File: src/rtl/instr_sequencer.sv
// Multi-cycle FETCH/DECODE/EXEC/MEM/WB sequencer for the 16-bit simple architecture.
// Optional bus-wait timeout is enabled by defining BUS_TIMEOUT_EN.
module instr_sequencer #(
    parameter logic [15:0] RESET_PC    = 16'h0000,
    parameter int          TIMEOUT_CYC = 255
) (
    input  logic        CLOCK,
    input  logic        RESET,
    output logic        MEM_REQ,
    output logic        MEM_WE,
    output logic [15:0] MEM_ADDR,
    input  logic        MEM_ACK,
    input  logic [15:0] MEM_RDATA,
    input  logic [15:0] EA,
    input  logic        FLAG_Z,
    input  logic        FLAG_S,
    input  logic        FLAG_V,
    output logic [15:0] PC,
    output logic [15:0] IR,
    output logic [15:0] MDR,
    output logic [3:0]  S_ALU,
    output logic        REG_WE,
    output logic [1:0]  REG_WSEL,
    output logic        FLAG_WE,
    output logic        HALTED,
    output logic        BUS_ERR
);

    typedef enum logic [2:0] {FETCH, DECODE, EXEC, MEM, WB, HALT} state_t;

    localparam logic [3:0] ALU_NOP = 4'b1111;

    state_t      state, state_n;
    logic [15:0] pc_n, ir_n, mdr_n, mem_addr_n;
    logic [3:0]  s_alu_n;
    logic [1:0]  reg_wsel_n;
    logic        mem_req_n, mem_we_n, reg_we_n, flag_we_n, halted_n;

    logic        ack;
    logic [1:0]  ir_class;
    logic [2:0]  sub_op;
    logic        is_st;
    logic [15:0] br_off;
    logic        lt;
    logic        taken;
    logic        timeout;

    // An ACK only counts against an outstanding request.
    assign ack      = MEM_REQ & MEM_ACK;
    assign ir_class = IR[15:14];
    assign sub_op   = IR[13:11];
    assign is_st    = IR[14];
    assign br_off   = {{8{IR[7]}}, IR[7:0]};
    assign lt       = FLAG_S ^ FLAG_V;

    always_comb begin
        case (IR[10:8])
            3'b000:  taken = FLAG_Z;
            3'b001:  taken = lt;
            3'b010:  taken = FLAG_Z | lt;
            3'b011:  taken = ~FLAG_Z;
            default: taken = 1'b0;
        endcase
    end

`ifdef BUS_TIMEOUT_EN
    localparam int          CW   = $clog2(TIMEOUT_CYC + 1);
    localparam logic [CW-1:0] LAST = CW'(TIMEOUT_CYC - 1);

    logic [CW-1:0] wait_cnt;
    logic          waiting;
    logic          bus_err_q;

    assign waiting = (state == FETCH || state == MEM) && MEM_REQ && !MEM_ACK;
    assign timeout = waiting && (wait_cnt == LAST);

    always_ff @(posedge CLOCK) begin
        if (RESET) begin
            wait_cnt  <= '0;
            bus_err_q <= 1'b0;
        end else begin
            wait_cnt  <= waiting ? wait_cnt + CW'(1) : '0;
            bus_err_q <= bus_err_q | timeout;
        end
    end

    assign BUS_ERR = bus_err_q;
`else
    assign timeout = 1'b0;
    // No timeout hardware: constant 0 for any non-negative limit.
    assign BUS_ERR = (TIMEOUT_CYC < 0);
`endif

    // Next state and next value of every registered output.
    always_comb begin
        // NOTE: every variable gets a default first so no path can infer a latch.
        state_n    = state;
        pc_n       = PC;
        ir_n       = IR;
        mdr_n      = MDR;
        mem_addr_n = MEM_ADDR;
        s_alu_n    = ALU_NOP;
        mem_req_n  = 1'b0;
        mem_we_n   = 1'b0;
        reg_we_n   = 1'b0;
        reg_wsel_n = 2'd0;
        flag_we_n  = 1'b0;
        halted_n   = 1'b0;

        case (state)
            FETCH: begin
                if (ack) begin
                    ir_n    = MEM_RDATA;
                    pc_n    = PC + 16'd1;
                    state_n = DECODE;
                end else begin
                    mem_req_n  = 1'b1;
                    mem_addr_n = PC;
                end
            end
            DECODE: begin
                case (ir_class)
                    2'b11: begin
                        if (IR[7:4] == ALU_NOP) begin
                            state_n  = HALT;
                            halted_n = 1'b1;
                        end else begin
                            state_n   = EXEC;
                            s_alu_n   = IR[7:4];
                            reg_we_n  = 1'b1;
                            flag_we_n = 1'b1;
                        end
                    end
                    2'b10: begin
                        state_n = EXEC;
                        if (sub_op == 3'b000) begin
                            reg_we_n   = 1'b1;
                            reg_wsel_n = 2'd2;
                        end
                    end
                    default: begin
                        state_n    = MEM;
                        mem_req_n  = 1'b1;
                        mem_we_n   = is_st;
                        mem_addr_n = EA;
                    end
                endcase
            end
            EXEC: begin
                // Flags are sampled here, after any preceding FLAG_WE has landed.
                if (ir_class == 2'b10 &&
                    (sub_op == 3'b100 || (sub_op == 3'b111 && taken)))
                    pc_n = PC + br_off;
                state_n    = FETCH;
                mem_req_n  = 1'b1;
                mem_addr_n = pc_n;
            end
            MEM: begin
                if (ack) begin
                    if (is_st) begin
                        state_n    = FETCH;
                        mem_req_n  = 1'b1;
                        mem_addr_n = PC;
                    end else begin
                        mdr_n      = MEM_RDATA;
                        state_n    = WB;
                        reg_we_n   = 1'b1;
                        reg_wsel_n = 2'd1;
                    end
                end else begin
                    mem_req_n = 1'b1;
                    mem_we_n  = MEM_WE;
                end
            end
            WB: begin
                state_n    = FETCH;
                mem_req_n  = 1'b1;
                mem_addr_n = PC;
            end
            default: begin
                halted_n = 1'b1;
            end
        endcase

        if (timeout) begin
            state_n   = HALT;
            mem_req_n = 1'b0;
            mem_we_n  = 1'b0;
            halted_n  = 1'b1;
        end
    end

    always_ff @(posedge CLOCK) begin
        if (RESET) begin
            state    <= FETCH;
            PC       <= RESET_PC;
            IR       <= '0;
            MDR      <= '0;
            MEM_ADDR <= '0;
            S_ALU    <= ALU_NOP;
            MEM_REQ  <= 1'b0;
            MEM_WE   <= 1'b0;
            REG_WE   <= 1'b0;
            REG_WSEL <= 2'd0;
            FLAG_WE  <= 1'b0;
            HALTED   <= 1'b0;
        end else begin
            // NOTE: non-blocking so every register updates from pre-edge values.
            state    <= state_n;
            PC       <= pc_n;
            IR       <= ir_n;
            MDR      <= mdr_n;
            MEM_ADDR <= mem_addr_n;
            S_ALU    <= s_alu_n;
            MEM_REQ  <= mem_req_n;
            MEM_WE   <= mem_we_n;
            REG_WE   <= reg_we_n;
            REG_WSEL <= reg_wsel_n;
            FLAG_WE  <= flag_we_n;
            HALTED   <= halted_n;
        end
    end

endmodule

File: config.mk
export PLATFORM = sky130hd
export DESIGN_NAME = instr_sequencer
export DESIGN_NICKNAME = d
export VERILOG_FILES = /design/src/rtl/instr_sequencer.sv
export SDC_FILE = /design/constraint.sdc
export NUM_CORES = 1
export LEC_CHECK = 0
export CAP_MARGIN = 15
export CORE_UTILIZATION = 44
export DETAILED_ROUTE_END_ITERATION = 6
export MAX_ROUTING_LAYER = met4
export PLACE_DENSITY = 0.75
export SYNTH_ARGS = -nofsm -noshare
export SYNTH_HDL_FRONTEND = slang
export SYNTH_SLANG_ARGS = --single-unit
File: constraint.sdc
create_clock -name CLOCK -period 2.3 [get_ports CLOCK]
set_input_delay 0.23 -clock CLOCK [delete_from_list [all_inputs] [get_ports CLOCK]]
set_output_delay 0.23 -clock CLOCK [all_outputs]
set_load 0.01 [all_outputs]
==> results of run 1 <==
[final timing paths]
| check | startpoint | endpoint | slack, ns | cells after the start |
|---|---|---|---|---|
| hold / removal | RESET | IR[14] | 0.43 | 2 |
| setup reg to reg | IR[7] | PC[12] | 0.06 | 7 |
| hold reg to reg | MDR[3] | MDR[3] | 0.47 | 2 |
| setup / recovery | IR[7] | PC[12] | 0.06 | 7 |
[stage by stage]
step                      hold WS [ns]  power [uW]  instance area, um2
final                           0.4304        3435                6339
after global routing            0.4259        3577                6339
after CTS                       0.4070        3429                6242
after detailed placement        0.4467        2221                5993
after global placement          0.4407        2211                5993
after floorplan                 0.3660        1858                4350
[sequential cells by signal, indices dropped and copies added (netlist names)]
signal    cells
FLAG_WE       1
HALTED        1
IR           16
MDR          16
MEM_ADDR     16
MEM_REQ       1
MEM_WE        1
PC           16
REG_WE        1
REG_WSEL      2
S_ALU         4
state         3
[routing by layer]
metal,vias to the layer above,track usage,wire [um]
li1,2367,-,-
met1,2300,0.3508,6076
met2,204,0.4893,7041
met3,44,0.06694,965
met4,0,0.1338,551
met5,-,-,0
[power by group through the flow]
| stage | registers (uW) | clock network (uW) | logic, uW |
|---|---|---|---|
| 3_5_place_dp | 1490 | 0 | 728 |
| 5_1_grt | 1470 | 1290 | 817 |
| 6_report | 1460 | 1220 | 750 |
| 3_3_place_gp | 1490 | 0 | 722 |
| 4_1_cts | 1460 | 1230 | 733 |
| 2_1_floorplan | 1510 | 0 | 344 |
[cell usage in the layout (no fill, tap or decap), types with 3 or more instances in the layout]
cell type	n
clkbuf_8	10
o211ai_1	3
or3_1	6
a21o_1	5
buf_4	69
inv_1	9
nor2_1	47
nor3_1	15
ha_1	14
clkdlybuf4s50_1	111
a311oi_1	6
xor2_1	5
or2_2	3
dfxtp_2	3
a211oi_1	10
and3_1	7
a211o_1	3
a221oi_1	9
nor3_2	4
a22o_1	3
o21ai_0	13
nand3_1	12
inv_2	3
nand4_1	5
nand2_1	108
nand3b_1	3
a21oi_1	70
o21a_1	9
mux2i_1	3
nand2b_1	3
dfxtp_1	74
o21bai_1	3
xnor2_1	7
a31oi_1	9
or2_1	5
o21ai_1	8
a21oi_2	5
a22oi_1	3
[cell type report]
| cell class | count | area [um2] |
|---|---|---|
| inverters | 12 | 45.04 |
| repair buffers | 181 | 1634 |
| well taps | 129 | 161.4 |
| fillers | 818 | 3077 |
| clock buffers | 10 | 137.6 |
| multi-input cells | 446 | 2698 |
| clock inverters | 6 | 93.84 |
| flip-flops and latches | 78 | 1569 |
[timing repair]
action / 4_1_cts / 5_1_grt
endpoints found under the setup margin: 6 / 11
pin swaps: 1 / 12
gates cloned: 0 / 0
setup buffers: 0 / 3
resized for setup: 5 / 20
[cells by family (layout without fill, tap and decap cells)]
| logic type | count (synthesis) | after routing |
|---|---|---|
| fa+ha+maj | 17 | 17 |
| compound gates | 180 | 180 |
| mux | 4 | 4 |
| other cells | 1 | 1 |
| xor+xnor | 13 | 13 |
| simple gates | 231 | 231 |
| flops | 78 | 78 |
| buf+inv | 41 | 209 |
==> impl_metrics.csv, run 1 <==
group,metric,value,unit
setup_path,cpPeakStageDelay,0.39,ns
setup_path,crit_required,2.52,ns
detailed_routing,drc,0,
synthesis,synthMuxAreaShare,0.009494,
setup_path,crit_path_cell_trace,"ha_1 -> a21o_1 -> a31o_1 -> o21a_1 -> or3_1 -> a32oi_2 -> a21oi_1",
grt,grt_max_degree,36,
power_and_ir_drop,swShare,0.2925,
clocking,cts_buffers,9,
timing,final-max-slew-violation-count,0,
synthesis,synth_async_sr_flop_share,0,
synthesis,yosys_warnings,0,
clocking,h-tree-depth,3,
clocking,clockBufferDepth,2,
timing,slew_headroom,0.5291,
synthesis,ys_ff_latch,78,
floorplanning,initial_core_util,0.4619,
power_and_ir_drop,p_leak,0.002431,uW
power_and_ir_drop,cellPowerDensity,542.0,nW/um2
detailed_routing,final_antenna_net_count,0,
clocking,cts-root-buf,"clkbuf_8",
detailed_routing,drt_iter0_markers,291,
grt,grt_use_total,0.2991,
placed_design,placed_cells,843,
setup_path,cp_slowest_cell,"dfxtp_4",
clocking,clock-sinks,78,
grt,overflow,0,
timing,min_period,2.238,ns
power_and_ir_drop,p_clk_frac,0.355,
synthesis,yosysTopAreaCell,"dfxtp_1",
grt,grt_pass1_wl,22890,um
synthesis,synth_area_leaders,"dfxtp_1 36%, nand2_1 9.3%, a21oi_1 8.5%",
synthesis,avgSynthCellArea,7.698,um2
power_and_ir_drop,combPwrFrac,0.218,
final_layout,areaGrowthSynthToFinish,45.74,%
detailed_routing,drtPass1Iterations,5,
timing,max_freq,446.8,MHz
clocking,clk_latency,0.36,ns
floorplanning,dieWidth,101.4,um
final_layout,layout-drive-gt1-share,0.1664,
timing,period_share,0.9731,
synthesis,synth_edf_count,0,
setup_path,cp.arrival,2.46,ns
setup_path,critical_path.endpoint_type,"register",
flow_run,drv_cap,0,
power_and_ir_drop,cellInternalPower,2430,uW
floorplanning,ioPinCount,114,
grt,grt_pass1_vias,4591,
synthesis,synthSimpleGateAreaFrac,0.2465,
timing,setup_slack,0.06182,ns
synthesis,netlist_area,4349,um2
power_and_ir_drop,power_switching,1005,uW
detailed_routing,wl_per_cell,16.98,um
final_layout,num-nets-final,783,
timing,rsz0062_at_grt,"yes",
final_layout,utilization,0.6732,
clocking,path_clk_slew,0.09,ns
synthesis,synth_compound_area_frac,0.2658,
timing,hold_viol,0,
timing,tightest_slew,0.7063,ns
min_path,worstHoldPathType,"in -> reg",
floorplanning,dieHeight,101.4,um
grt,antenna_found_initial,0,
floorplanning,die-area,10290,um2
placed_design,pre_cts_slack,-0.1187,ns
timing,setup_viol,0,
floorplanning,rows,35,
detailed_routing,wl,14630,um
synthesis,syn_nets,620,
synthesis,synth_top_family_by_area,"compound AO/OA/AOI/OAI gates",
power_and_ir_drop,pwr-share-seq,0.426,
detailed_routing,via_count,4915,
synthesis,synth_top_cells_by_count,"108 x nand2_1, 78 x dfxtp_1, 74 x a21oi_1, 47 x nor2_1, 19 x clkbuf_1",
detailed_routing,via_per_inst,5.702,
setup_path,path_buf_inv,0,
synthesis,synth_cells,565,
final_layout,final-instance-count-excl-fill,862,
floorplanning,core_area,9415,um2
clocking,hold_buffers,0,
clocking,cts_tree,"built",
final_layout,antenna_cells,0,
synthesis,synth-seq-area-share,0.3590,
synthesis,synth_fa_ha_area_frac,0.05063,
timing,clock_skew,0.008797,ns
outcome,status,"finished, final reports clean",
synthesis,ys.flop_type,"dfxtp_1",
placed_design,portBuffers,112,
power_and_ir_drop,max-vdd-ir-drop,0.3768,mV
placed_design,dp.final_hpwl,10950,um
synthesis,synth.most_common_cell,"nand2_1",
setup_path,worstPathMaxFanout,8,
synthesis,yosysUniqueCellTypes,63,
placed_design,place_congestion,1.000,
synthesis,synth_top_area_frac,0.3590,
setup_path,startpoint_type,"register",
timing,final.setup.tns,0,ns
setup_path,path_class,"reg -> reg",
synthesis,synth_xor_area_frac,0.02618,
setup_path,cp_top_family,"compound AO/OA/AOI/OAI gates",
No activity file was read; power rests on OpenSTA's default activity.
==> run 2: changes to the inputs <==
Settings changed: CAP_MARGIN 15 to 10, CORE_UTILIZATION 44 to 40, PLACE_DENSITY 0.75 to 0.69.
==> impl_metrics.csv, run 2 (synthesized netlist as in run 1, its figures left out) <==
group,metric,value,unit
clocking,clk_latency,0.38,ns
detailed_routing,wl_per_cell,17.39,um
grt,grt_max_degree,38,
clocking,path_clk_slew,0.08,ns
detailed_routing,drc,0,
timing,final.setup.tns,0,ns
timing,setup_viol,0,
grt,antenna_found_initial,0,
grt,overflow,0,
clocking,cts_buffers,9,
timing,slew_headroom,0.5728,
final_layout,antenna_cells,0,
placed_design,portBuffers,112,
clocking,h-tree-depth,3,
timing,min_period,2.259,ns
timing,period_share,0.9820,
detailed_routing,wl,15100,um
setup_path,r2r_setup_slack,0.04,ns
setup_path,crit_path_end,"PC[12]",
setup_path,reg2reg_depth,11,
setup_path,crit_required,2.54,ns
setup_path,crit_start,"IR[0]",
timing,tightest_slew,0.6408,ns
power_and_ir_drop,cellPowerDensity,509.1,nW/um2
setup_path,cp.arrival,2.50,ns
min_path,worstHoldPathType,"in -> reg",
final_layout,finalInstanceArea,6407,um2
placed_design,dp.final_hpwl,11440,um
detailed_routing,drt_iter0_markers,235,
floorplanning,ioPinCount,114,
power_and_ir_drop,max-vdd-ir-drop,0.4069,mV
floorplanning,die-area,11290,um2
final_layout,final-instance-count-excl-fill,868,
flow_run,drv_cap,0,
floorplanning,dieWidth,106.3,um
timing,clock_skew,0.01315,ns
detailed_routing,via_per_inst,5.531,
setup_path,worstPathMaxFanout,3,
timing,final-max-slew-violation-count,0,
detailed_routing,final_antenna_net_count,0,
setup_path,startpoint_type,"register",
detailed_routing,drtPass1Iterations,5,
floorplanning,initial_core_util,0.4175,
placed_design,place_congestion,0.8934,
final_layout,final_cell_mix,"111 x clkdlybuf4s50_1, 108 x nand2_1, 72 x dfxtp_1",
timing,max_freq,442.7,MHz
clocking,clockBufferDepth,2,
placed_design,placed_cells,848,
outcome,status,"finished, final reports clean",
timing,hold_viol,0,
final_layout,fill_cells,964,
clocking,cts-root-buf,"clkbuf_8",
placed_design,placed_area,6012,um2
power_and_ir_drop,power,3262,uW
floorplanning,rows,37,
grt,grt_pass1_vias,4840,
grt,grt_pass1_wl,24230,um
floorplanning,dieHeight,106.3,um
setup_path,critical_path.endpoint_type,"register",
final_layout,final_common_cell,"clkdlybuf4s50_1",
setup_path,r2r_start,"IR[0]",
final_layout,layout-drive-gt1-share,0.1776,
final_layout,areaGrowthSynthToFinish,47.32,%
timing,rsz0062_at_grt,"yes",
final_layout,num-nets-final,782,
floorplanning,core_area,10420,um2
power_and_ir_drop,p_leak,0.002418,uW
grt,grt_use_total,0.2854,
setup_path,path_class,"reg -> reg",
clocking,clock-sinks,78,
detailed_routing,via_count,4801,
setup_path,timing.rr.end,"PC[12]",
clocking,cts_tree,"built",
run 2: timing repair:
item / in CTS / in global routing
hold buffers: 0 / 0
setup endpoints to repair: 9 / 13
pin swaps: 8 / 13
gates resized for setup: 14 / 22
gates cloned: 0 / 0
buffers inserted: 2 / 2
run 2: worst min path at each step:
stage | endpoint | from | slack (ns) | cells past startpoint
6_report | FLAG_WE | RESET | 0.26 | 3
5_1_grt | FLAG_WE | RESET | 0.27 | 3
4_1_cts | FLAG_WE | RESET | 0.25 | 3
3_5_place_dp | MDR[0] | MDR[0] | 0.45 | 2
3_3_place_gp | MDR[13] | MDR[13] | 0.44 | 2
2_1_floorplan | IR[14] | MEM_RDATA[14] | 0.37 | 2
run 2: report_power, final:
part | internal, uW | switching [uW] | total [uW]
combinational | 369 | 387 | 756
sequential | 1410 | 53.3 | 1460
clock | 461 | 581 | 1040
total | 2240 | 1020 | 3260
run 2: per-stage QoR:
stage / setup WS (ns) / hold slack (ns) / util
finish: 0.04139 / 0.2589 / 0.6151
CTS: 0.01768 / 0.2550 / 0.6026
global route: -0.05077 / 0.2689 / 0.6151
detailed placement: -0.2351 / 0.4503 / 0.5772
floorplan: 0.01785 / 0.3660 / -
global placement: -0.1449 / 0.4409 / 0.5772
run 2: final cells by class:
| type | count | area [um2] | area share |
|---|---|---|---|
| Multi-Input combinational cell | 446 | 2771 | 0.4325 |
| Timing Repair Buffer | 180 | 1655 | 0.2583 |
| Sequential cell | 78 | 1572 | 0.2453 |
| Tap cell | 136 | 170.2 | 0.02656 |
| Clock buffer | 11 | 151.4 | 0.02363 |
| Inverter | 12 | 45.04 | 0.007030 |
| Clock inverter | 5 | 42.54 | 0.006639 |
run 2: worst max-delay path, stage by stage (launching register included):
cell and delay, ns:
dfxtp_2 0.34, ha_4 0.16, inv_2 0.05, fa_2 0.23, nor2b_4 0.06, o2111ai_4 0.22, a21oi_4 0.10, buf_6 0.12
o21a_1 0.17, or3_4 0.33, a32oi_2 0.24, a21oi_1 0.10
run 2: routing by layer:
layer	wire length, um	vias to the layer above	global-route usage
met2	7356	175	0.4773
met5	0	-	-
met4	407	0	0.1200
li1	-	2352	-
met3	991	32	0.07112
met1	6341	2242	0.3245
